### src/rtl/ram_write_arbiter.sv
// ============================================================================
// ram_write_arbiter: round-robin burst arbiter for the image RAM write port.
// Rev 1.0
// ============================================================================
`default_nettype none

module ram_write_arbiter #(
  parameter int ADDR_W = 12,
  parameter int DATA_W = 32,
  parameter int LEN_W  = 5
) (
  input  logic              clock,
  input  logic              reset_n,
  input  logic              req0,
  input  logic [ADDR_W-1:0] base0,
  input  logic [LEN_W-1:0]  len0,
  input  logic [DATA_W-1:0] data0,
  input  logic              valid0,
  output logic              ready0,
  output logic              done0,
  input  logic              req1,
  input  logic [ADDR_W-1:0] base1,
  input  logic [LEN_W-1:0]  len1,
  input  logic [DATA_W-1:0] data1,
  input  logic              valid1,
  output logic              ready1,
  output logic              done1,
  output logic [ADDR_W-1:0] wraddress,
  output logic [DATA_W-1:0] data,
  output logic              wren,
  output logic              busy,
  output logic              grant
);

  typedef enum logic [1:0] {
    IDLE   = 2'd0,
    WRITE  = 2'd1,
    FINISH = 2'd2
  } state_t;

  state_t              state;
  state_t              state_nxt;
  logic                last;
  logic [ADDR_W-1:0]   base_q;
  logic [LEN_W-1:0]    len_q;
  logic [LEN_W-1:0]    offset;
  logic                pick;
  logic [LEN_W-1:0]    len_pick;
  logic                req_g;
  logic                valid_g;
  logic [DATA_W-1:0]   data_g;
  logic                any_req;
  logic                accept;
  logic                last_word;

  // On a tie the requester that was not served last wins.
  assign pick      = (req0 & req1) ? ~last : req1;
  assign any_req   = req0 | req1;
  assign len_pick  = pick ? len1 : len0;
  assign req_g     = grant ? req1 : req0;
  assign valid_g   = grant ? valid1 : valid0;
  assign data_g    = grant ? data1 : data0;
  // A dropped request aborts the burst, so that beat is never written.
  assign accept    = (state == WRITE) & req_g & valid_g;
  assign last_word = (offset + LEN_W'(1)) == len_q;

  assign ready0 = (state == WRITE) & ~grant;
  assign ready1 = (state == WRITE) & grant;
  assign done0  = (state == FINISH) & ~grant;
  assign done1  = (state == FINISH) & grant;
  assign busy   = (state != IDLE);

  always_comb begin
    state_nxt = state;
    case (state)
      IDLE: begin
        if (any_req) state_nxt = (len_pick == '0) ? FINISH : WRITE;
      end
      WRITE: begin
        if (!req_g)                     state_nxt = IDLE;
        else if (valid_g && last_word)  state_nxt = FINISH;
      end
      FINISH: begin
        if (!req_g) state_nxt = IDLE;
      end
      default: state_nxt = IDLE;
    endcase
  end

  always_ff @(posedge clock or negedge reset_n) begin
    if (!reset_n) state <= IDLE;
    else          state <= state_nxt;
  end

  always_ff @(posedge clock or negedge reset_n) begin
    if (!reset_n) begin
      grant     <= 1'b0;
      last      <= 1'b1;
      base_q    <= '0;
      len_q     <= '0;
      offset    <= '0;
      wren      <= 1'b0;
      data      <= '0;
      wraddress <= '0;
    end else begin
      wren <= accept;
      if (state == IDLE && any_req) begin
        grant  <= pick;
        base_q <= pick ? base1 : base0;
        len_q  <= len_pick;
        offset <= '0;
      end
      if (accept) begin
        wraddress <= base_q + ADDR_W'(offset);
        data      <= data_g;
        offset    <= offset + LEN_W'(1);
      end
      if (state != IDLE && state_nxt == IDLE) last <= grant;
    end
  end

endmodule

`default_nettype wire

### config.mk
export PLATFORM = sky130hd
export DESIGN_NAME = ram_write_arbiter
export DESIGN_NICKNAME = d
export VERILOG_FILES = /design/src/rtl/ram_write_arbiter.sv
export SDC_FILE = /design/constraint.sdc
export NUM_CORES = 1
export LEC_CHECK = 0
export CORE_MARGIN = 2
export CORE_UTILIZATION = 57
export CTS_CLUSTER_SIZE = 24
export DETAILED_ROUTE_END_ITERATION = 7
export DONT_BUFFER_PORTS = 1
export PLACE_DENSITY = 0.75
export SYNTH_ARGS = -nofsm -noshare
export SYNTH_HDL_FRONTEND = slang
export SYNTH_SLANG_ARGS = --single-unit
### constraint.sdc
create_clock -name clock -period 2.2 [get_ports clock]
set_clock_uncertainty 0.2 [all_clocks]
set_input_delay 0.22 -clock clock [delete_from_list [all_inputs] [get_ports clock]]
set_output_delay 0.22 -clock clock [all_outputs]
set_load 0.03 [all_outputs]
==> flow_summary.rst, run 1 <==
.. list-table::
   :header-rows: 1

   * - Metric
     - Value
   * - Boundary pin count
     - 155
   * - Average size of a mapped cell
     - 9.795 µm²
   * - Top cells by area in the synthesized netlist
     - sky130_fd_sc_hd__dfrtp_1 (49%), sky130_fd_sc_hd__mux2i_1 (14%), sky130_fd_sc_hd__o21ai_0 (9.7%), sky130_fd_sc_hd__nand2_1 (7.4%), sky130_fd_sc_hd__xor2_1 (2.9%)
   * - Post-synthesis sequential area ratio
     - 49.32%
   * - Clk buf depth
     - 2
   * - Hold buffers post-CTS
     - 101
   * - Synth cell types
     - 37
   * - Net count after synthesis
     - 479
   * - Row count
     - 28
   * - TritonCTS buffer count
     - 9
   * - Die Wd
     - 83.53 µm
   * - Cell area after placement
     - 0.003710 mm²
   * - Stage reached
     - clock tree synthesis (4_1_cts)
   * - Status
     - stopped before the end
   * - Final HPWL from detailed placement
     - 5526 µm
   * - Buffer type at the clock tree root
     - sky130_fd_sc_hd__clkbuf_8
   * - Register bit total from synthesis
     - 71
   * - Setup fix buffers added after clock tree synthesis
     - 0
   * - Sink Count
     - 71
   * - Starting density of the core
     - 59.82%
   * - Cell type with the largest total area after synthesis
     - sky130_fd_sc_hd__dfrtp_1
   * - Tool error
     - [ERROR RSZ-0060] Max buffer count reached.
   * - Synth Warn #
     - 0
   * - Port buffer count
     - 0
   * - Die H
     - 83.53 µm
   * - Final RePlAce weighted congestion
     - 0.8455
   * - Summed instance area of the synthesized netlist
     - 0.003605 mm²
   * - Area share of the largest cell type after synthesis
     - 48.59%
   * - Synthesized instance count
     - 368
   * - CTS HTree Levels
     - 3
   * - Post-CTS sizing
     - 2
synth_stat cells:
library cell and n:
sky130_fd_sc_hd__or4_4 1, sky130_fd_sc_hd__xor2_2 1, sky130_fd_sc_hd__o22a_1 1, sky130_fd_sc_hd__mux2i_1 50, sky130_fd_sc_hd__maj3_1 1, sky130_fd_sc_hd__fa_1 1, sky130_fd_sc_hd__a22o_1 1, sky130_fd_sc_hd__buf_2 10
sky130_fd_sc_hd__nand2_1 71, sky130_fd_sc_hd__xnor2_1 5, sky130_fd_sc_hd__a31oi_1 1, sky130_fd_sc_hd__o31ai_1 2, sky130_fd_sc_hd__dfstp_2 1, sky130_fd_sc_hd__nand3_2 1, sky130_fd_sc_hd__a21oi_1 6, sky130_fd_sc_hd__o21ai_0 70
sky130_fd_sc_hd__nand3_1 10, sky130_fd_sc_hd__o21a_1 2, sky130_fd_sc_hd__a32o_1 1, sky130_fd_sc_hd__or4_1 1, sky130_fd_sc_hd__nor2_1 8, sky130_fd_sc_hd__o211ai_1 2, sky130_fd_sc_hd__inv_1 9, sky130_fd_sc_hd__a211oi_1 1
sky130_fd_sc_hd__mux2_2 2, sky130_fd_sc_hd__clkbuf_1 10, sky130_fd_sc_hd__buf_4 1, sky130_fd_sc_hd__a21o_1 1, sky130_fd_sc_hd__ha_1 6, sky130_fd_sc_hd__nor3_1 2, sky130_fd_sc_hd__and3_1 3, sky130_fd_sc_hd__nor2b_1 1
sky130_fd_sc_hd__and2_1 1, sky130_fd_sc_hd__nand2b_1 1, sky130_fd_sc_hd__a21boi_0 1, sky130_fd_sc_hd__dfrtp_1 70, sky130_fd_sc_hd__xor2_1 12
metrics by stage:
step,hold slack [ns],cells,setup slack (ns)
after detailed placement,-0.2741,431,-0.03756
after floorplan,-0.2756,368,0.07080
after global placement,-0.2741,431,0.08877
cell families after synthesis:
group | Yosys count | synth area share [%]
fa+ha+maj | 8 | 2.916
xor+xnor | 18 | 4.582
simple gates | 100 | 11.73
flops | 71 | 49.32
compound gates | 89 | 13.36
mux | 52 | 14.51
buf+inv | 30 | 3.575
==> inputs of run 2 (changes only) <==
CORE_UTILIZATION = 40   (was 57)
CTS_CLUSTER_SIZE = not set   (was 24)
PLACE_DENSITY = not set   (was 0.75)
PLACE_DENSITY_LB_ADDON = 0.15   (was not set)
clock period = 2.9 ns   (was 2.2 ns; I/O delays follow)
==> flow_summary.rst, run 2 <==
.. list-table::
   :header-rows: 1

   * - Metric
     - Value
   * - Status
     - finished, final reports clean
   * - Number of antenna-violating nets in the routed design
     - 0
   * - Most common flop cell mapped by yosys
     - sky130_fd_sc_hd__dfrtp_1
   * - Die Wd
     - 98.93 µm
   * - Req. time, crit path
     - 2.91 ns
   * - Final critical path time including I/O delays and setup
     - 2.377 ns
   * - Final setup fails
     - 0
   * - Clock-pin slew reported for the worst setup and hold paths after clock tree synthesis
     - 0.08 ns
   * - Setup Total Neg Slack
     - 0 ns
   * - Met3 routing resource usage after global routing
     - 4.965%
   * - Post-CTS sizing
     - 0
   * - Dominant combinational cell family by area after synthesis
     - multiplexers
   * - Worst reg2reg startpoint
     - grant
   * - Die H
     - 98.93 µm
   * - Area enclosed by the die boundary
     - 0.009787 mm²
   * - Pin count of the biggest net entering global routing
     - 72
   * - First-pass GRT wire length
     - 14,790 µm
   * - Number of search-and-repair iterations in the first detailed-routing pass
     - 4
   * - Setup WS post-layout
     - 0.5232 ns
   * - Latest clock arrival within the worst-skew pair
     - 0.34 ns
   * - Via count normalized by instance count
     - 5.042
   * - Min-Delay Endpoint
     - data[0]
   * - Global route overflow
     - 0
   * - Sink Count
     - 71
   * - Grt met1 use
     - 24.04%
   * - Type of the tightest min-delay check
     - input pin to register
   * - Worst relative slew slack
     - 62.02%
   * - Number of synthesized flops with an enable pin
     - 0
   * - Core ar.
     - 0.008721 mm²
   * - Number of hold violations in the final report
     - 0
   * - Post-route total power
     - 4.789 mW
   * - Worst vdd ir
     - 0.0003462 V
   * - Total count of max-transition violations in the final report
     - 0
   * - Registers with the most flip-flops
     - data (32), base_q (12), wraddress (12)
   * - Category of the most critical setup path
     - register to register
   * - Synth Warn #
     - 0
   * - Per-cell routed wire length
     - 15.53 µm
   * - Number of global-route vias before repair
     - 3,016
   * - Number of DRC violations after detailed routing
     - 0
   * - Final HPWL from detailed placement
     - 5593 µm
   * - Cell with the most instances after synthesis
     - sky130_fd_sc_hd__nand2_1
   * - P_leak
     - 2.216 nW
   * - Synthesized instance count
     - 368
   * - Pwr per Cell Area
     - 979.2 mW/mm²
   * - Register-to-register path setup slack
     - 0.52 ns
   * - Area fraction in compound gates after synthesis
     - 13.36%
   * - Setup fix buffers added after clock tree synthesis
     - 0
   * - GR met2 Demand/Resource
     - 31.34%
   * - Clock tree from TritonCTS
     - built
   * - Antenna cell count
     - 0
   * - Post-route worst hold slack
     - 0.005168 ns
   * - Post-Synth Adder-Cell Area
     - 2.916%
   * - 1st-iter DRT viols
     - 49
   * - Cell type with the largest total area after synthesis
     - sky130_fd_sc_hd__dfrtp_1
   * - Summed instance area of the synthesized netlist
     - 0.003605 mm²
   * - Most common library cells after synthesis
     - sky130_fd_sc_hd__nand2_1 (71), sky130_fd_sc_hd__dfrtp_1 (70), sky130_fd_sc_hd__o21ai_0 (70)
   * - Synth cell types
     - 37
   * - Average size of a mapped cell
     - 9.795 µm²
   * - Top cells by area in the synthesized netlist
     - sky130_fd_sc_hd__dfrtp_1 (49%), sky130_fd_sc_hd__mux2i_1 (14%), sky130_fd_sc_hd__o21ai_0 (9.7%), sky130_fd_sc_hd__nand2_1 (7.4%), sky130_fd_sc_hd__xor2_1 (2.9%)
   * - Area share of the largest cell type after synthesis
     - 48.59%
   * - Synth Area in Simple Gates
     - 11.73%
   * - Net count after synthesis
     - 479
   * - Type of element launching the critical path
     - register
   * - Maximum frequency from static timing analysis
     - 420.7 MHz
   * - Hold buffers post-CTS
     - 99
   * - Top reg by flops
     - data
   * - Mux share of post-synthesis cell area
     - 14.51%
   * - Antenna violations before repair
     - 0
   * - Buffer type at the clock tree root
     - sky130_fd_sc_hd__clkbuf_8
   * - Overall routing resource usage
     - 18.86%
   * - Register bit total from synthesis
     - 71
   * - TritonCTS buffer count
     - 9
   * - Number of cells traversed by the worst hold path
     - 2
   * - Xor/xnor share of the synthesized area
     - 4.582%
   * - Launch instance of the worst min-delay path
     - data0[0]
   * - Starting density of the core
     - 41.33%
   * - Origin of the worst setup path
     - grant
   * - Flip-flop count of the largest register after layout
     - 32
   * - Area growth from synthesis to layout
     - 35.68%
   * - Synth async-reset ratio
     - 100.0%
   * - Commonest non-fill, non-tap cells in the layout
     - sky130_fd_sc_hd__dlygate4sd3_1 (98), sky130_fd_sc_hd__nand2_1 (71), sky130_fd_sc_hd__o21ai_0 (69), sky130_fd_sc_hd__dfrtp_1 (69), sky130_fd_sc_hd__mux2i_1 (50)
   * - Post-synthesis sequential area ratio
     - 49.32%
   * - Port buffer count
     - 0
   * - Crit-path max FO
     - 29
   * - Least-Margin Pin Slew
     - 0.5677 ns
   * - Final Util
     - 56.08%
   * - Post-layout net count
     - 574
   * - Row count
     - 34
   * - CTS HTree Levels
     - 3
   * - Most common cell after layout, fill and taps aside
     - sky130_fd_sc_hd__dlygate4sd3_1
   * - Number of maximum-capacitance constraint violations
     - 0
   * - Arrival time reported for the critical path endpoint
     - 2.39 ns
   * - Placement Setup Slack
     - 0.6262 ns
   * - Terminus of the critical flop-to-flop path
     - data[8]
   * - Worst-case reg-to-reg path depth
     - 4
   * - Crit path capture type
     - register
   * - Final RePlAce weighted congestion
     - 0.8377
   * - Fraction of layout instances using a drive strength above 1
     - 6.424%
   * - Part of the cycle the worst path needs
     - 81.96%
   * - Number of vias after detailed routing
     - 2,899
   * - Boundary pin count
     - 155
   * - Detailed Route WL
     - 8927 µm
   * - Clk buf depth
     - 2
   * - Most used routing layer
     - met2
   * - Setup repair after global routing missed its margin
     - false
## run 2: cell counts after synthesis
No cell type changed its count.
## run 2: power by group
part | internal (mW) | total, mW | leakage, nW | switching [mW]
combinational | 0.803 | 1.67 | 1.23 | 0.869
sequential | 1.42 | 2.36 | 0.892 | 0.937
clock | 0.391 | 0.758 | 0.0892 | 0.367
## run 2: worst max-delay path: stages, from the launching register on
cell                            delay, ns
sky130_fd_sc_hd__dfrtp_2             0.57
sky130_fd_sc_hd__buf_4               0.54
sky130_fd_sc_hd__mux2i_1             0.26
sky130_fd_sc_hd__dlygate4sd3_1       0.57
sky130_fd_sc_hd__o21ai_0             0.09
## run 2: kinds of logic (layout without fill, tap and decap cells)
family | Yosys count | count (layout)
buf+inv | 30 | 129
flops | 71 | 71
xor+xnor | 18 | 18
compound gates | 89 | 89
simple gates | 100 | 100
fa+ha+maj | 8 | 8
mux | 52 | 52
## run 2: through the flow
step                      instance area, µm²  instances
after floorplan                         3605        368
after global placement                  3704        461
after detailed placement                3704        461
after CTS                               4891        575
after global routing                    4891        575
final                                   4891        575
## run 2: per-layer routing
layer	vias up	wire length (µm)
met5	-	0
met4	0	126
met3	10	631
met2	112	4331
met1	1323	3838
li1	1454	-
## run 2: how the worst max path moves through the flow
stage               endpoint  slack, ns
3_3_place_gp    wraddress[8]       0.65
2_1_floorplan       state[0]       0.77
5_1_grt              data[9]       0.39
4_1_cts               ready1       0.53
3_5_place_dp   wraddress[10]       0.63
6_report             data[8]       0.52
## run 2: cell type report
| cell class | count | area [µm²] |
|---|---|---|
| clock buffer | 11 | 131.4 |
| multi-input combinational | 267 | 1710 |
| inverter | 9 | 33.78 |
| fill | 760 | 3830 |
| sequential | 71 | 1779 |
| clock inverter | 4 | 47.55 |
| timing repair buffer | 105 | 1054 |
| tap | 108 | 135.1 |
Note: power is estimated with default switching activity, not from simulation.
